--- src/rtl/fetch_pkg.sv ---
// Shared types and constants for the instruction prefetch queue.
package fetch_pkg;

   localparam int INST_W = 32;
   localparam int XLEN = 32;
   localparam logic [XLEN-1:0] PC_STEP = 32'd4;

   typedef struct packed {
      logic [XLEN-1:0]   addr;
      logic [INST_W-1:0] inst;
   } fetch_entry_t;

   function automatic logic [XLEN-1:0] alignWord(input logic [XLEN-1:0] a);
      return {a[XLEN-1:2], 2'b00};
   endfunction

endpackage

--- src/rtl/fetch_queue_if.sv ---
// Memory fetch port, redirect and decode-side handshake of the prefetch queue.
interface fetch_queue_if;
   import fetch_pkg::*;

   logic              flush_i;
   logic [XLEN-1:0]   flush_addr_i;
   logic              mem_req_o;
   logic [XLEN-1:0]   mem_addr_o;
   logic              mem_gnt_i;
   logic              mem_rvalid_i;
   logic [INST_W-1:0] mem_rdata_i;
   logic              inst_valid_o;
   logic [INST_W-1:0] inst_o;
   logic [XLEN-1:0]   inst_addr_o;
   logic              inst_ready_i;

   modport master (
      input  flush_i, flush_addr_i, mem_gnt_i, mem_rvalid_i, mem_rdata_i, inst_ready_i,
      output mem_req_o, mem_addr_o, inst_valid_o, inst_o, inst_addr_o
   );

   modport slave (
      output flush_i, flush_addr_i, mem_gnt_i, mem_rvalid_i, mem_rdata_i, inst_ready_i,
      input  mem_req_o, mem_addr_o, inst_valid_o, inst_o, inst_addr_o
   );

endinterface

--- src/rtl/fetch_fifo.sv ---
// First-word-fall-through FIFO of fetched {pc, instruction} entries.
module fetch_fifo import fetch_pkg::*; #(
   parameter int DEPTH = 4,
   localparam int CW = $clog2(DEPTH + 1)
) (
   input  logic         clk_i,
   input  logic         rst_i,
   input  logic         clear_i,
   input  logic         push_i,
   input  fetch_entry_t pushData_i,
   input  logic         pop_i,
   output logic         headValid_o,
   output fetch_entry_t headData_o,
   output logic [CW-1:0] count_o
);

   localparam int PW = $clog2(DEPTH);

   fetch_entry_t  storage_q [DEPTH];
   logic [PW-1:0] wrPtr_q, wrPtr_d;
   logic [PW-1:0] rdPtr_q, rdPtr_d;
   logic [CW-1:0] count_q, count_d;
   logic          doPop;

   assign doPop = pop_i && (count_q != '0);

   always_comb begin
      wrPtr_d = wrPtr_q;
      rdPtr_d = rdPtr_q;
      count_d = count_q;
      if (push_i) wrPtr_d = wrPtr_q + 1'b1;
      if (doPop) rdPtr_d = rdPtr_q + 1'b1;
      if (push_i && !doPop) count_d = count_q + 1'b1;
      else if (!push_i && doPop) count_d = count_q - 1'b1;
   end

   always_ff @(posedge clk_i) begin
      if (rst_i || clear_i) begin
         wrPtr_q <= '0;
         rdPtr_q <= '0;
         count_q <= '0;
      end else begin
         wrPtr_q <= wrPtr_d;
         rdPtr_q <= rdPtr_d;
         count_q <= count_d;
      end
   end

   // Storage needs no reset: the head is masked to zero whenever the FIFO is empty.
   always_ff @(posedge clk_i) begin
      if (push_i) storage_q[wrPtr_q] <= pushData_i;
   end

   assign headValid_o = (count_q != '0);
   assign headData_o  = headValid_o ? storage_q[rdPtr_q] : '0;
   assign count_o     = count_q;

endmodule

--- src/rtl/fetch_queue.sv ---
// Instruction prefetch queue: sequential fetch issue, response tracking and redirect flush.
module fetch_queue import fetch_pkg::*; #(
   parameter int              DEPTH    = 4,
   parameter logic [XLEN-1:0] RESET_PC = 32'h0000_0000
) (
   input  logic          clk_i,
   input  logic          rst_i,
   fetch_queue_if.master bus
);

   localparam int CW = $clog2(DEPTH + 1);

   logic [XLEN-1:0] fetchPc_q, fetchPc_d;
   logic [XLEN-1:0] respPc_q, respPc_d;
   logic [CW-1:0]   outstanding_q, outstanding_d;
   logic [CW-1:0]   discard_q, discard_d;
   logic [CW-1:0]   occupancy;
   logic [CW:0]     creditSum;
   logic            memReq, grant, respValid, respKeep, popReq, headValid;
   fetch_entry_t    headData, pushData;

   // Buffered plus in-flight fetches never exceed DEPTH, so a push always finds room.
   assign creditSum = {1'b0, occupancy} + {1'b0, outstanding_q};
   assign memReq    = !rst_i && (creditSum < (CW+1)'(DEPTH));
   assign grant     = memReq && bus.mem_gnt_i;
   assign respValid = bus.mem_rvalid_i && (outstanding_q != '0);
   assign respKeep  = respValid && (discard_q == '0) && !bus.flush_i;
   assign popReq    = bus.inst_ready_i && headValid && !bus.flush_i;

   assign pushData.addr = respPc_q;
   assign pushData.inst = bus.mem_rdata_i;

   always_comb begin
      outstanding_d = outstanding_q + CW'(grant) - CW'(respValid);
      discard_d     = discard_q;
      fetchPc_d     = fetchPc_q;
      respPc_d      = respPc_q;
      if (bus.flush_i) begin
         discard_d = outstanding_d;
         fetchPc_d = alignWord(bus.flush_addr_i);
         respPc_d  = alignWord(bus.flush_addr_i);
      end else begin
         if (respValid && (discard_q != '0)) discard_d = discard_q - 1'b1;
         if (grant) fetchPc_d = fetchPc_q + PC_STEP;
         if (respKeep) respPc_d = respPc_q + PC_STEP;
      end
   end

   always_ff @(posedge clk_i) begin
      if (rst_i) begin
         fetchPc_q     <= alignWord(RESET_PC);
         respPc_q      <= alignWord(RESET_PC);
         outstanding_q <= '0;
         discard_q     <= '0;
      end else begin
         fetchPc_q     <= fetchPc_d;
         respPc_q      <= respPc_d;
         outstanding_q <= outstanding_d;
         discard_q     <= discard_d;
      end
   end

   fetch_fifo #(.DEPTH(DEPTH)) fifo (
      .clk_i      (clk_i),
      .rst_i      (rst_i),
      .clear_i    (bus.flush_i),
      .push_i     (respKeep),
      .pushData_i (pushData),
      .pop_i      (popReq),
      .headValid_o(headValid),
      .headData_o (headData),
      .count_o    (occupancy)
   );

   assign bus.mem_req_o    = memReq;
   assign bus.mem_addr_o   = fetchPc_q;
   assign bus.inst_valid_o = headValid;
   assign bus.inst_o       = headData.inst;
   assign bus.inst_addr_o  = headData.addr;

   // A response with nothing outstanding is a memory protocol violation and is ignored.
   rvalidNeedsOutstanding: assert property (@(posedge clk_i) disable iff (rst_i)
      !(bus.mem_rvalid_i && (outstanding_q == '0)));

endmodule

--- src/flat_wrapper.sv ---
// flat-port wrapper written by rule: the top's interface ports become plain ports
module fetch_queue_flat import fetch_pkg::*;
#(
   parameter int              DEPTH    = 4,
   parameter logic [XLEN-1:0] RESET_PC = 32'h0000_0000
)
  (clk_i, rst_i, bus_flush_i, bus_flush_addr_i, bus_mem_gnt_i, bus_mem_rvalid_i, bus_mem_rdata_i, bus_inst_ready_i, bus_mem_req_o, bus_mem_addr_o, bus_inst_valid_o, bus_inst_o, bus_inst_addr_o);
  fetch_queue_if bus_i ();
  input  logic clk_i;
  input  logic rst_i;
  input wire logic [$bits(bus_i.flush_i)-1:0] bus_flush_i;
  input wire logic [$bits(bus_i.flush_addr_i)-1:0] bus_flush_addr_i;
  input wire logic [$bits(bus_i.mem_gnt_i)-1:0] bus_mem_gnt_i;
  input wire logic [$bits(bus_i.mem_rvalid_i)-1:0] bus_mem_rvalid_i;
  input wire logic [$bits(bus_i.mem_rdata_i)-1:0] bus_mem_rdata_i;
  input wire logic [$bits(bus_i.inst_ready_i)-1:0] bus_inst_ready_i;
  output wire logic [$bits(bus_i.mem_req_o)-1:0] bus_mem_req_o;
  output wire logic [$bits(bus_i.mem_addr_o)-1:0] bus_mem_addr_o;
  output wire logic [$bits(bus_i.inst_valid_o)-1:0] bus_inst_valid_o;
  output wire logic [$bits(bus_i.inst_o)-1:0] bus_inst_o;
  output wire logic [$bits(bus_i.inst_addr_o)-1:0] bus_inst_addr_o;
  assign bus_i.flush_i = bus_flush_i;
  assign bus_i.flush_addr_i = bus_flush_addr_i;
  assign bus_i.mem_gnt_i = bus_mem_gnt_i;
  assign bus_i.mem_rvalid_i = bus_mem_rvalid_i;
  assign bus_i.mem_rdata_i = bus_mem_rdata_i;
  assign bus_i.inst_ready_i = bus_inst_ready_i;
  assign bus_mem_req_o = bus_i.mem_req_o;
  assign bus_mem_addr_o = bus_i.mem_addr_o;
  assign bus_inst_valid_o = bus_i.inst_valid_o;
  assign bus_inst_o = bus_i.inst_o;
  assign bus_inst_addr_o = bus_i.inst_addr_o;
  fetch_queue #(.DEPTH(DEPTH), .RESET_PC(RESET_PC)) u_core (.clk_i(clk_i), .rst_i(rst_i), .bus(bus_i));
endmodule
--- config.mk ---
export PLATFORM = sky130hd
export DESIGN_NAME = fetch_queue_flat
export DESIGN_NICKNAME = d
export VERILOG_FILES = /design/src/rtl/fetch_pkg.sv /design/src/rtl/fetch_queue_if.sv /design/src/rtl/fetch_fifo.sv /design/src/rtl/fetch_queue.sv /design/src/flat_wrapper.sv
export SDC_FILE = /design/constraint.sdc
export NUM_CORES = 1
export LEC_CHECK = 0
export CORE_ASPECT_RATIO = 0.5
export CORE_UTILIZATION = 25
export CTS_CLUSTER_SIZE = 12
export DETAILED_ROUTE_END_ITERATION = 16
export PLACE_DENSITY = 0.46
export SETUP_SLACK_MARGIN = 0.05
export SYNTH_ARGS = -nofsm -noshare
export SYNTH_HDL_FRONTEND = slang
export SYNTH_SLANG_ARGS = --single-unit
export TNS_END_PERCENT = 100
--- constraint.sdc ---
create_clock -name clk_i -period 3.72 [get_ports clk_i]
set_input_delay 0.93 -clock clk_i [delete_from_list [all_inputs] [get_ports clk_i]]
set_output_delay 0.93 -clock clk_i [all_outputs]
set_load 0.03 [all_outputs]
=== Word-level counts from Yosys, hierarchy flattened ===
Memories as Yosys holds them, arrays and structs flattened. A register that Yosys moved wholly into a read port is not among the register bits.
Index checks and enable logic that the tools add are counted.

* Register bits after elaboration: 77
* Bits of input ports: 70
* Memory bits (writable): 256
* Memories kept: 1

* Add/subtract/negate cells: 10
* Reductions and logical operators: 25
* Magnitude comparators: 1
* Muxes and demuxes: 13

{| class="wikitable"
|+ Memories
! name !! depth !! bits a word !! rd ports !! clocked after Yosys merged registers in !! write ports !! line !! RTL
|-
| u_core.fifo.storage_q || 4 || 64 || 1 || 1 || 1 || fetch_fifo.sv:19 || <nowiki>fetch_entry_t storage_q [DEPTH];</nowiki>
|}

{| class="wikitable"
|+ Operators with widths
! cell !! number
|-
| 32-bit two-way mux || 4
|-
| 32-bit by 3-bit adder with 32-bit output, second input constant || 2
|-
| 64-bit two-way mux || 1
|-
| 3-bit two-way mux || 4
|-
| 1-bit logical AND || 11
|-
| 3-bit nonzero test || 3
|-
| 2-bit nonzero test || 4
|-
| 3-bit by 1-bit subtractor with 3-bit output, second input constant || 2
|-
| 2-bit by 1-bit adder with 2-bit output, second input constant || 2
|-
| 3-bit by 3-bit adder with 4-bit output || 1
|-
| 1-bit zero test || 4
|-
| 4-bit by 3-bit less-than comparator with 1-bit output, second input constant || 1
|-
| 2-bit two-way mux || 2
|-
| 3-bit by 1-bit adder with 3-bit output || 1
|-
| 3-bit by 1-bit adder with 3-bit output, second input constant || 1
|-
| 3-bit zero test || 1
|-
| 3-bit by 1-bit subtractor with 3-bit output || 1
|-
| 1-bit two-way mux || 2
|-
| 2-bit OR reduction || 1
|-
| 1-bit logical OR || 1
|}

=== Longest topological paths before layout ===
Gate-level depths: netlist of the first run.

* Depth after elaboration: 8
* Mapped depth: 12
* Depth with buffers taken out: 11

=== By module ===
A second synthesis of the first run with hierarchy kept.

* Cell total of the unflattened synthesis: 891
* Area, all modules: 13904.6 um^2

{| class="wikitable"
|+ Modules (own cells, without submodules)
! module !! instances !! cells each !! area each (um^2)
|-
| fetch_fifo || 1 || 449 || 10174.8
|-
| fetch_queue || 1 || 442 || 3729.8
|}

=== Worst setup path before layout of the first run ===
Ideal clock, no wire load.

* Kind: in2reg
* Start: input port bus_flush_i
* End: memory u_core.fifo.storage_q[1][0] in the netlist's numbering (enable)
* Setup time: 0.426 ns
* Data arrival time: 3.162 ns
* Slack: 0.132 ns
* Cell stages on the path: 4
* Buffers on the path: 2
* Cells stage by stage: clkbuf_1 -> buf_1 -> nor3_1 -> and2_1

* Longest elaborated chain between the ends: 4

{| class="wikitable"
|+ RTL lines
! item !! line !! RTL
|-
| from (decl) || flat_wrapper.sv:11 || <nowiki>input wire logic [$bits(bus_i.flush_i)-1:0] bus_flush_i;</nowiki>
|-
| 1-bit zero test || fetch_queue.sv:27 || <nowiki>assign respKeep = respValid && (discard_q == '0) && !bus.flush_i;</nowiki>
|-
| 1-bit logical AND || fetch_queue.sv:27 ||
|-
| named net u_core.fifo.push_i || fetch_fifo.sv:9 || <nowiki>input logic push_i,</nowiki>
|-
| 1-bit two-way mux || fetch_fifo.sv:51 || <nowiki>if (push_i) storage_q[wrPtr_q] <= pushData_i;</nowiki>
|-
| 1-bit two-way mux (not written as such) || fetch_fifo.sv:51 ||
|-
| to (decl) || fetch_fifo.sv:19 ||
|}

The timed path passes the listed nets, and every way through them passes these cells.

==> results of run 1 <==
## layer usage
layer  vias up  share of wire, %
li1       4084                 -
met1      4468                42
met2       153                53
met3        59               3.8
met4         0               2.2
met5         -                 0
## flip-flops by register name, indices dropped and copies added, names as in the netlist, named ones only
| register | count |
|---|---|
| u_core.bus.mem_addr_o | 30 |
| u_core.discard_q | 3 |
| u_core.fifo.count_o | 3 |
| u_core.fifo.rdPtr_q | 2 |
| u_core.fifo.storage_q | 248 |
| u_core.fifo.wrPtr_q | 2 |
| u_core.outstanding_q | 3 |
| u_core.respPc_q | 30 |
## power by group through the flow
stage	Sequential [uW]	Clock, uW	Combinational [uW]
after floorplan	4280	0	844
after global placement	4290	0	1460
after detailed placement	4300	0	1460
after CTS	4220	3570	1480
after global routing	4240	3700	1560
final	4220	3460	1440
## Yosys cell counts (3+ instances only)
master    number  area (um^2)
a211o_1        8        70.07
a211oi_1      17        127.6
a21boi_0       9        67.56
a21oi_1        7        35.03
a311oi_1       9        78.83
a31oi_1        9        56.30
and2_1        70        437.9
and3_1        11        68.82
and4_1        17        148.9
buf_1          3        11.26
buf_2         10        50.05
buf_4          4        30.03
clkbuf_1      51        191.4
dfxtp_1       75         1501
edfxtp_1     248         7447
ha_1          13        162.7
inv_1         18        67.56
mux2i_1        3        30.03
mux4_2        62         1396
nand2_1       24        90.09
nand3_1       35        175.2
nand4_1       25        156.4
nor2_1        24        90.09
nor2b_1        8        50.05
nor3_1        21        105.1
nor3b_1        4        30.03
nor4_1        23        143.9
o211ai_1       4        30.03
o21a_1        21        157.7
o21ai_0       17        85.08
o311a_1        3        30.03
o311ai_0       3        26.28
o31a_1        15        131.4
o31ai_1       11        82.58
or3_1          5        31.28
or4_1          7        52.55
xnor2_1       12        105.1
xor2_1         6        52.55
## final timing paths
check	slack (ns)	to	cells after the start
worst min-delay path	0.52	flip-flop	2
worst min register to register	0.52	flip-flop	2
worst max-delay path	0.18	bus_inst_o[30]	4
worst max register to register	0.93	u_core.discard_q[2]	11
## logic make-up after synthesis
kind of cell | share of synthesized area (%)
AO/OA/AOI/OAI | 7.926
XOR/XNOR | 1.131
adder cells (fa/ha/maj) | 1.454
buffers and inverters | 2.702
flip-flops | 64.20
multiplexers | 10.23
other | 0.02690
AND/OR/NAND/NOR | 12.33
## stage by stage
stage               utilization, %  instance area [um^2]  std cells  total power, uW
detailed placement           30.43                 16560       1811             5763
finish                       32.57                 17730       1876             9129
CTS                          32.57                 17730       1876             9269
global route                 32.57                 17730       1876             9508
floorplan                        -                 13950        948             5128
global placement             30.43                 16560       1811             5741
## layout make-up
| type | instances | share of cell area (%) |
|---|---|---|
| Clock inverter | 15 | 0.8751 |
| Sequential cell | 323 | 50.52 |
| Inverter | 19 | 0.4023 |
| Timing Repair Buffer | 193 | 11.34 |
| Clock buffer | 46 | 5.469 |
| Tap cell | 744 | 5.251 |
| Multi-Input combinational cell | 536 | 26.15 |
## worst min-delay path: stages, from the launching register on
cell and delay (ns):
dfxtp_1 0.33, xnor2_1 0.11, nor2_1 0.05
## timing repair
item / CTS / global route
resized for setup: 2 / 1
buffers inserted: 4 / 0
endpoints found under the setup margin: 58 / 2
==> flow_metrics.py, run 1 <==
metrics = {
    "global_routing": {
        "globalRouteMet2Util_pct": 23.58,
        "top_usage_layer": "met2",
        "grt_first_pass_wirelength_um": 55980,
        "grt_pass1_vias": 9234,
        "grt_max_degree": 72,
        "antenna_found_initial": 1,
        "grt-ovfl-total": 0,
        "gr-usage-met1_pct": 15.56,
        "grt.total_usage_pct": 12.94,
        "gr-usage-met3_pct": 2.245,
    },
    "synth": {
        "ys.flop_type": "edfxtp_1",
        "synth_edf_count": 248,
        "syn_area_um2": 13940,
        "ys_seq_elements": 323,
        "yosysSeqAreaShare_pct": 64.20,
        "synth.distinct_cells": 61,
        "syn_area_per_cell_um2": 14.75,
        "async_flop_share_pct": 0,
        "yosysWarningCount": 0,
        "synth_cells": 945,
    },
    "clock_tree": {
        "cts_hold_buf": 0,
        "cts_buffers": 36,
        "cts_buffer_depth": 3,
        "htree_levels": 2,
        "clock-sinks": 323,
        "cts_tree": "yes",
        "worstSkewPairLatency_ns": 0.53,
        "cts_root_buffer": "clkbuf_16",
        "clkTransAtPathRegs_ns": 0.06,
    },
    "hold_path": {
        "min-delay-start": "u_core.fifo.rdPtr_q[1]",
        "hold_class": "reg2reg",
    },
    "sta": {
        "slew_headroom_pct": 46.35,
        "layout_min_cycle_time_ns": 3.536,
        "hold_violations": 0,
        "skew_ns": 0.01362,
        "rsz0062_at_grt": "no",
        "fmax_mhz": 282.8,
        "setup_slack_ns": 0.1839,
        "setup_tns_ns": 0,
        "drv_slew": 0,
        "worstMarginPinSlew_ns": 0.7963,
        "period_share_pct": 95.06,
        "fin_hold_ws_ns": 0.5220,
        "final-setup-viol-count": 0,
    },
    "placed_design": {
        "dp.final_hpwl_um": 23760,
        "gp_congestion": 0.8229,
        "dp_slack_ns": 0.3617,
        "port_buffers": 161,
    },
    "critical_path": {
        "path_cells": "buf_12 > mux4_2 > and2_1 > clkdlybuf4s50_1",
        "worstReg2RegStart": "u_core.outstanding_q[1]",
        "arrival_ns": 2.61,
        "max_stage_delay_ns": 0.62,
        "slowest_stage": "clkdlybuf4s50_1",
        "worstPathMaxFanout": 21,
        "cp_top_family": "buffers and inverters",
        "crit_buf_inv": 2,
        "path_class": "reg2out",
        "cp_data_required_time_ns": 2.79,
        "start_kind": "flip-flop",
        "worst_setup_path_end_kind": "primary output",
    },
    "floorplan": {
        "die-width_um": 335.9,
        "ios": 168,
        "num_rows": 60,
        "die_area_um2": 56760,
        "core_um2": 54430,
        "die_h_um": 169.0,
        "start_util_pct": 25.61,
    },
    "finish": {
        "layout_common_cells": "248 x edfxtp_1, 159 x clkdlybuf4s50_1, 73 x dfxtp_1, 66 x and2_1, 62 x mux4_2",
        "num-fill-cells": 5296,
        "multiInputGateArea_um2": 4636,
        "diodes": 0,
        "drive_above_1_share_pct": 14.13,
        "nNetsFinal": 1194,
        "mostFrequentLayoutCell": "edfxtp_1",
        "area_growth_pct": 27.19,
        "seq_area_um2": 8956,
    },
    "route": {
        "vias": 8764,
        "drtIter0Drc": 428,
        "first_pass_iters": 5,
        "routed_wl_um": 36610,
        "antenna_left": 0,
        "drcViolationCount": 0,
        "drt-wirelength-per-cell_um": 19.52,
        "viasPerCell": 4.672,
    },
    "power_and_ir_drop": {
        "swShare_pct": 26.09,
        "internal-power_uw": 6748,
        "p_leak_uw": 0.005591,
        "powerDensity_nw_per_um2": 514.9,
        "pwr-share-clk_pct": 37.9,
        "p_comb_share_pct": 15.8,
        "p_seq_share_pct": 46.2,
        "power.switching_uw": 2382,
        "peakVddDrop_v": 0.0002483,
    },
    "run_status": {
        "outcome": "complete, no violations",
    },
    "run": {
        "cap_viol_max_count": 0,
    },
}
Note: power is estimated with default switching activity, not from simulation.
==> run 2, diff against run 1 <==
==> constraint.sdc (replaced) <==
create_clock -name clk_i -period 2.9 [get_ports clk_i]
set_input_delay 0.725 -clock clk_i [delete_from_list [all_inputs] [get_ports clk_i]]
set_output_delay 0.725 -clock clk_i [all_outputs]
set_load 0.03 [all_outputs]
==> flow_metrics.py, run 2 (same netlist as run 1, synthesis figures left out) <==
metrics = {
    "run_status": {
        "outcome": "complete, no violations",
    },
    "power_and_ir_drop": {
        "pwr-share-clk_pct": 36.9,
        "power.switching_uw": 3098,
        "peakVddDrop_v": 0.0003261,
        "internal-power_uw": 8749,
        "powerDensity_nw_per_um2": 648.2,
        "p_comb_share_pct": 17.4,
        "swShare_pct": 26.15,
        "p_leak_uw": 0.006030,
        "p_seq_share_pct": 45.7,
    },
    "sta": {
        "skew_ns": 0.01368,
        "drv_slew": 0,
        "rsz0062_at_grt": "yes",
        "worstMarginPinSlew_ns": 0.7664,
        "hold_violations": 0,
        "period_share_pct": 98.11,
        "layout_min_cycle_time_ns": 2.845,
        "fmax_mhz": 351.5,
        "slew_headroom_pct": 48.91,
        "final-setup-viol-count": 0,
        "fin_hold_ws_ns": 0.5174,
        "setup_slack_ns": 0.05492,
    },
    "route": {
        "first_pass_iters": 4,
        "routed_wl_um": 37760,
        "antenna_left": 0,
        "drt-wirelength-per-cell_um": 19.77,
        "vias": 8952,
        "drcViolationCount": 0,
        "drtIter0Drc": 418,
        "viasPerCell": 4.687,
    },
    "critical_path": {
        "cp_data_required_time_ns": 2.17,
        "worst_setup_path_end_kind": "primary output",
        "r2r_end": "u_core.fifo.count_o[2]",
        "path_class": "reg2out",
        "worstReg2RegStart": "u_core.fifo.count_o[1]",
        "worstPathMaxFanout": 8,
        "start_kind": "flip-flop",
        "worst-r2r-cell-count": 9,
        "arrival_ns": 2.12,
        "rrSetupSlack_ns": 0.41,
    },
    "floorplan": {
        "die_h_um": 169.0,
        "num_rows": 60,
        "die-width_um": 335.9,
        "start_util_pct": 25.61,
        "ios": 168,
        "core_um2": 54430,
        "die_area_um2": 56760,
    },
    "clock_tree": {
        "cts_hold_buf": 0,
        "cts_buffers": 36,
        "htree_levels": 2,
        "clock-sinks": 323,
        "cts_buffer_depth": 3,
        "cts_tree": "yes",
        "cts_root_buffer": "clkbuf_16",
        "worstSkewPairLatency_ns": 0.53,
        "clkTransAtPathRegs_ns": 0.06,
    },
    "finish": {
        "final_util_pct": 33.58,
        "mostFrequentLayoutCell": "edfxtp_1",
        "nNetsFinal": 1231,
        "largest_register_ffs": 248,
        "layout_common_cells": "248 x edfxtp_1, 96 x clkdlybuf4s50_1, 73 x dfxtp_1, 62 x mux4_2, 43 x buf_4",
        "drive_above_1_share_pct": 25.47,
        "regMostFlops": "u_core.fifo.storage_q",
        "diodes": 0,
        "area_growth_pct": 31.11,
    },
    "global_routing": {
        "antenna_found_initial": 1,
        "grt.total_usage_pct": 13.18,
        "gr-usage-met1_pct": 16.06,
        "grt_first_pass_wirelength_um": 56470,
        "grt_max_degree": 72,
        "grt-ovfl-total": 0,
        "gr-usage-met3_pct": 2.188,
        "globalRouteMet2Util_pct": 24.05,
        "grt_pass1_vias": 9241,
        "top_usage_layer": "met2",
    },
    "placed_design": {
        "port_buffers": 161,
        "dp.final_hpwl_um": 24510,
        "gp_congestion": 0.8062,
        "dp_slack_ns": -0.1230,
    },
    "hold_path": {
        "hold_class": "reg2reg",
        "hold_depth": 2,
        "min-delay-start": "u_core.fifo.rdPtr_q[1]",
    },
    "run": {
        "cap_viol_max_count": 0,
    },
}
==> run 2: worst max-delay path: stages, from the launching register on <==
cell     delay (ns)
dfxtp_4        0.38
buf_6          0.13
buf_12         0.13
buf_12         0.14
mux4_2         0.50
and2_4         0.18
buf_6          0.13
==> run 2: how the worst max path moves through the flow <==
stage | to | startpoint | slack, ns | cells after the start
floorplan | u_core.fifo.count_o[2] | bus_flush_i | 0.07 | 12
global placement | u_core.discard_q[2] | rst_i | -0.13 | 11
detailed placement | u_core.discard_q[2] | rst_i | -0.12 | 11
CTS | bus_inst_o[2] | flip-flop | -0.04 | 5
global route | bus_inst_addr_o[19] | flip-flop | -0.02 | 6
finish | bus_inst_addr_o[21] | flip-flop | 0.05 | 6
==> run 2: layout make-up <==
| class | count | area (um^2) |
|---|---|---|
| fillers | 5318 | 36150 |
| flip-flops and latches | 323 | 8954 |
| multi-input cells | 536 | 4731 |
| repair buffers | 230 | 2485 |
| clock buffers | 45 | 955.9 |
| well taps | 744 | 930.9 |
| clock inverters | 13 | 147.6 |
| inverters | 19 | 72.57 |
==> run 2: power groups by stage <==
stage	registers [uW]	logic, uW	clock network (uW)
6_report	5410	2060	4370
5_1_grt	5440	2210	4660
4_1_cts	5410	2110	4500
2_1_floorplan	5490	1080	0
3_3_place_gp	5490	1920	0
3_5_place_dp	5510	1930	0
==> run 2: per-stage QoR <==
step                total power, uW  cell area, um^2  TNS (ns)  instances
floorplan                      6574            13960         0        948
CTS                           12010            18310   -0.2212       1910
detailed placement             7440            16750   -0.2925       1831
global route                  12320            18280  -0.08741       1910
finish                        11850            18280         0       1910
global placement               7409            16750   -0.2107       1831
==> run 2: repair_timing <==
action,4_1_cts,5_1_grt
pin swaps,1,1
gates resized for setup,282,20
setup buffers,18,2
setup endpoints to repair,57,50
gates cloned,3,0
==> run 2: layer usage <==
layer,vias up,share of wire (%)
li1,4151,-
met1,4611,42
met2,150,53
met3,40,3.3
met4,0,1.5
met5,-,0
==> patch, RTL diff (settings of run 1) <==
`DEPTH` is set to 4 in 3 places; all go to 16.
--- a/src/rtl/fetch_fifo.sv
+++ b/src/rtl/fetch_fifo.sv
@@ -1,6 +1,6 @@
 // First-word-fall-through FIFO of fetched {pc, instruction} entries.
 module fetch_fifo import fetch_pkg::*; #(
-   parameter int DEPTH = 4,
+   parameter int DEPTH = 16,
    localparam int CW = $clog2(DEPTH + 1)
 ) (
    input  logic         clk_i,
--- a/src/rtl/fetch_queue.sv
+++ b/src/rtl/fetch_queue.sv
@@ -1,6 +1,6 @@
 // Instruction prefetch queue: sequential fetch issue, response tracking and redirect flush.
 module fetch_queue import fetch_pkg::*; #(
-   parameter int              DEPTH    = 4,
+   parameter int              DEPTH    = 16,
    parameter logic [XLEN-1:0] RESET_PC = 32'h0000_0000
 ) (
    input  logic          clk_i,
--- a/src/flat_wrapper.sv
+++ b/src/flat_wrapper.sv
@@ -1,7 +1,7 @@
 // flat-port wrapper written by rule: the top's interface ports become plain ports
 module fetch_queue_flat import fetch_pkg::*;
 #(
-   parameter int              DEPTH    = 4,
+   parameter int              DEPTH    = 16,
    parameter logic [XLEN-1:0] RESET_PC = 32'h0000_0000
 )
   (clk_i, rst_i, bus_flush_i, bus_flush_addr_i, bus_mem_gnt_i, bus_mem_rvalid_i, bus_mem_rdata_i, bus_inst_ready_i, bus_mem_req_o, bus_mem_addr_o, bus_inst_valid_o, bus_inst_o, bus_inst_addr_o);
Function: no difference found for any inputs over 4 cycles, from zero or initial values and one cycle with rst_i high; that may be too few to reach the edited logic, so the function may still have changed.
==> patch against run 1 <==
  * The flow now finishes with violations (setup timing)
  * Worst setup slack got worse by 390 ps
  * Area after synthesis rose to 3.0 times the old value
  * Cell area rose to 3.0 times the old value
  * Wire length rose to 3.1 times the old value
  * Power rose to 3.1 times the old value
  * Via count rose by 140%
  * Sequential cell count rose by 756
  * Sequential power rose to 3.2 times the old value
  * Core utilization fell by 1.1 points
  * Synthesized cell count rose by 110%
  * Critical endpoint is now bus_inst_o[27]
  * Largest cell class unchanged
==> patch: results (changes against run 1) <==
Outcome
  – Outcome: finished with violations
  – Violated checks: setup timing

Timing
  – Final WS setup: -204.7 ps (-388.5 ps)
  – Clock skew: 39.83 ps (+26.21 ps)
  – Setup TNS: -6551 ps (-6551 ps)
  – Worst hold margin: 477.6 ps (-44.38 ps)
  – Tightest Pin Transition: 853.8 ps (+57.53 ps)
  – Final number of setup-violating endpoints: 61 (+61)

Logic synthesis
  – Largest cells by area after synthesis: edfxtp_1, mux4_2, dfxtp_1
  – Average size of a mapped cell: 21.10 um^2 (+43%)
  – Register area share after synthesis: 74.21% (+10 points)
  – Number of flops mapped to enable cells by yosys: 992 (+300%)
  – Post-synth top cells: edfxtp_1, mux4_2, dfxtp_1
  – Synth cell types: 58 (-4.9%)

Place
  – Placed Area: 48080 um^2 (+190%)
  – DP Wirelength: 65440 um (+180%)
  – Placed Cells: 4465 (+150%)
  – Gpl congestion: 0.7526 (-8.5%)

Cells and area
  – Final-layout fill cell count: 16.24k (+210%)
  – Ratio of cells with drive above 1 in the final layout: 31.93% (+18 points)
  – Max reg flops: 992 (+300%)

Detailed routing
  – Detailed Routing Iterations Pass 1: 5 (unchanged)
  – DR WL/cell: 24.32 um (+25%)
  – Total wire length: 114700 um (+210%)
  – Initial DRC count: 1739 (+310%)

Pwr
  – Peak supply drop: 0.3912 mV (+58%)
  – Pwr per Cell Area: 527.3 nW/um^2 (+2.4%)
  – Leak: 16.28 nW (+190%)

Setup path
  – Top delay family on crit path: multiplexers
  – FF-to-FF setup slack: 600 ps (-330 ps)
  – CP max-delay cell: mux4_2
  – Worst stage delay on the critical path: 530 ps (-90 ps)
  – R2r worst-path depth: 12 (+1)
  – FF-to-FF Start: u_core.outstanding_q[3]$_SDFF_PP0_
  – Reg2reg end: u_core.fifo.count_o[4]$_SDFFE_PP0P_

Global route
  – First-pass GRT wire length: 163700 um (+190%)
  – Gr usage total: 13.29% (+0.35 points)
  – Largest net degree at the start of global routing: 62 (-14%)
  – Vias in the first global route: 22.19k (+140%)

Clock tree
  – Total CTS buffers: 111 (+210%)
  – H-tree depth: 3 (+1)
  – Clock latency on the worst-skew pair: 720 ps (+190 ps)

Min path
  – Worst Hold Launch: u_core.fifo.rdPtr_q[3]$_SDFFE_PP0P_
==> patch: changes by cell type after synthesis, moves of 13 or more <==
cell	delta
a211oi_1	-13
a21boi_0	+26
buf_2	+18
clkbuf_1	+13
edfxtp_1	+744
mux4_2	+248
nand3_1	-13
nor2_1	+17
xnor2_1	+24
xor2_1	+13
==> patch: area by class of cell <==
| class | instances | area share, % |
|---|---|---|
| Antenna cell | 2 | 0.009459 |
| Clock buffer | 142 | 5.510 |
| Clock inverter | 50 | 0.8324 |
| Inverter | 20 | 0.1419 |
| Multi-Input combinational cell | 809 | 20.21 |
| Sequential cell | 1079 | 59.62 |
| Tap cell | 2268 | 5.363 |
| Timing Repair Buffer | 346 | 8.317 |
==> patch: routing by layer <==
layer	wire length, um	global-route usage [%]
met1	52020	18.19
met2	56140	22.13
met3	4522	2.351
met4	2021	2.662
met5	17	0
==> patch: worst max path at each step <==
stage,to,depth (start not counted),slack (ps),from
finish,bus_inst_o[27],8,-200,flip-flop
floorplan,u_core.fifo.storage_q[11][0]$_DFFE_PP_,5,-940,bus_flush_i
global route,bus_inst_o[12],8,-320,flip-flop
detailed placement,bus_inst_addr_o[30],6,150,flip-flop
CTS,bus_inst_o[27],8,-300,flip-flop
global placement,u_core.discard_q[4]$_SDFFE_PP0P_,12,140,rst_i
==> patch: power by group <==
group          internal (mW)  total [mW]  switching (mW)  leakage, nW
logic                   1.78        3.74            1.96         4.91
registers               13.5        13.7           0.187         9.75
clock network           5.85        10.5            4.64         1.62
==> patch: worst reg2reg max path, stage by stage (launching register included) <==
cell	delay (ps)
dfxtp_1	340
inv_1	90
ha_1	140
or4b_1	610
and4_1	310
ha_1	220
inv_1	140
ha_1	270
a21o_1	190
a21oi_1	180
xnor2_1	90
or3_1	310
a21oi_1	150
==> patch: cells by family (layout without fill, tap and decap cells) <==
group                      after synthesis  count (layout)  synth area share (%)
adders and majority gates               25              25                0.7716
and+or+nand+nor                        285             285                 3.896
other                                    1               6              0.008826
AOI/OAI and AO/OA                      125             125                 2.123
DFF                                   1079            1079                 74.21
buffers and inverters                  129             558                 1.296
muxes                                  315             315                 16.56
xor gates and xnor gates                55              55                 1.134
==> patch: timing repair <==
action,4_1_cts,5_1_grt
setup endpoints to repair,63,63
gates resized for setup,188,31
pin swaps,10,1
setup buffers,30,8
gates cloned,20,3
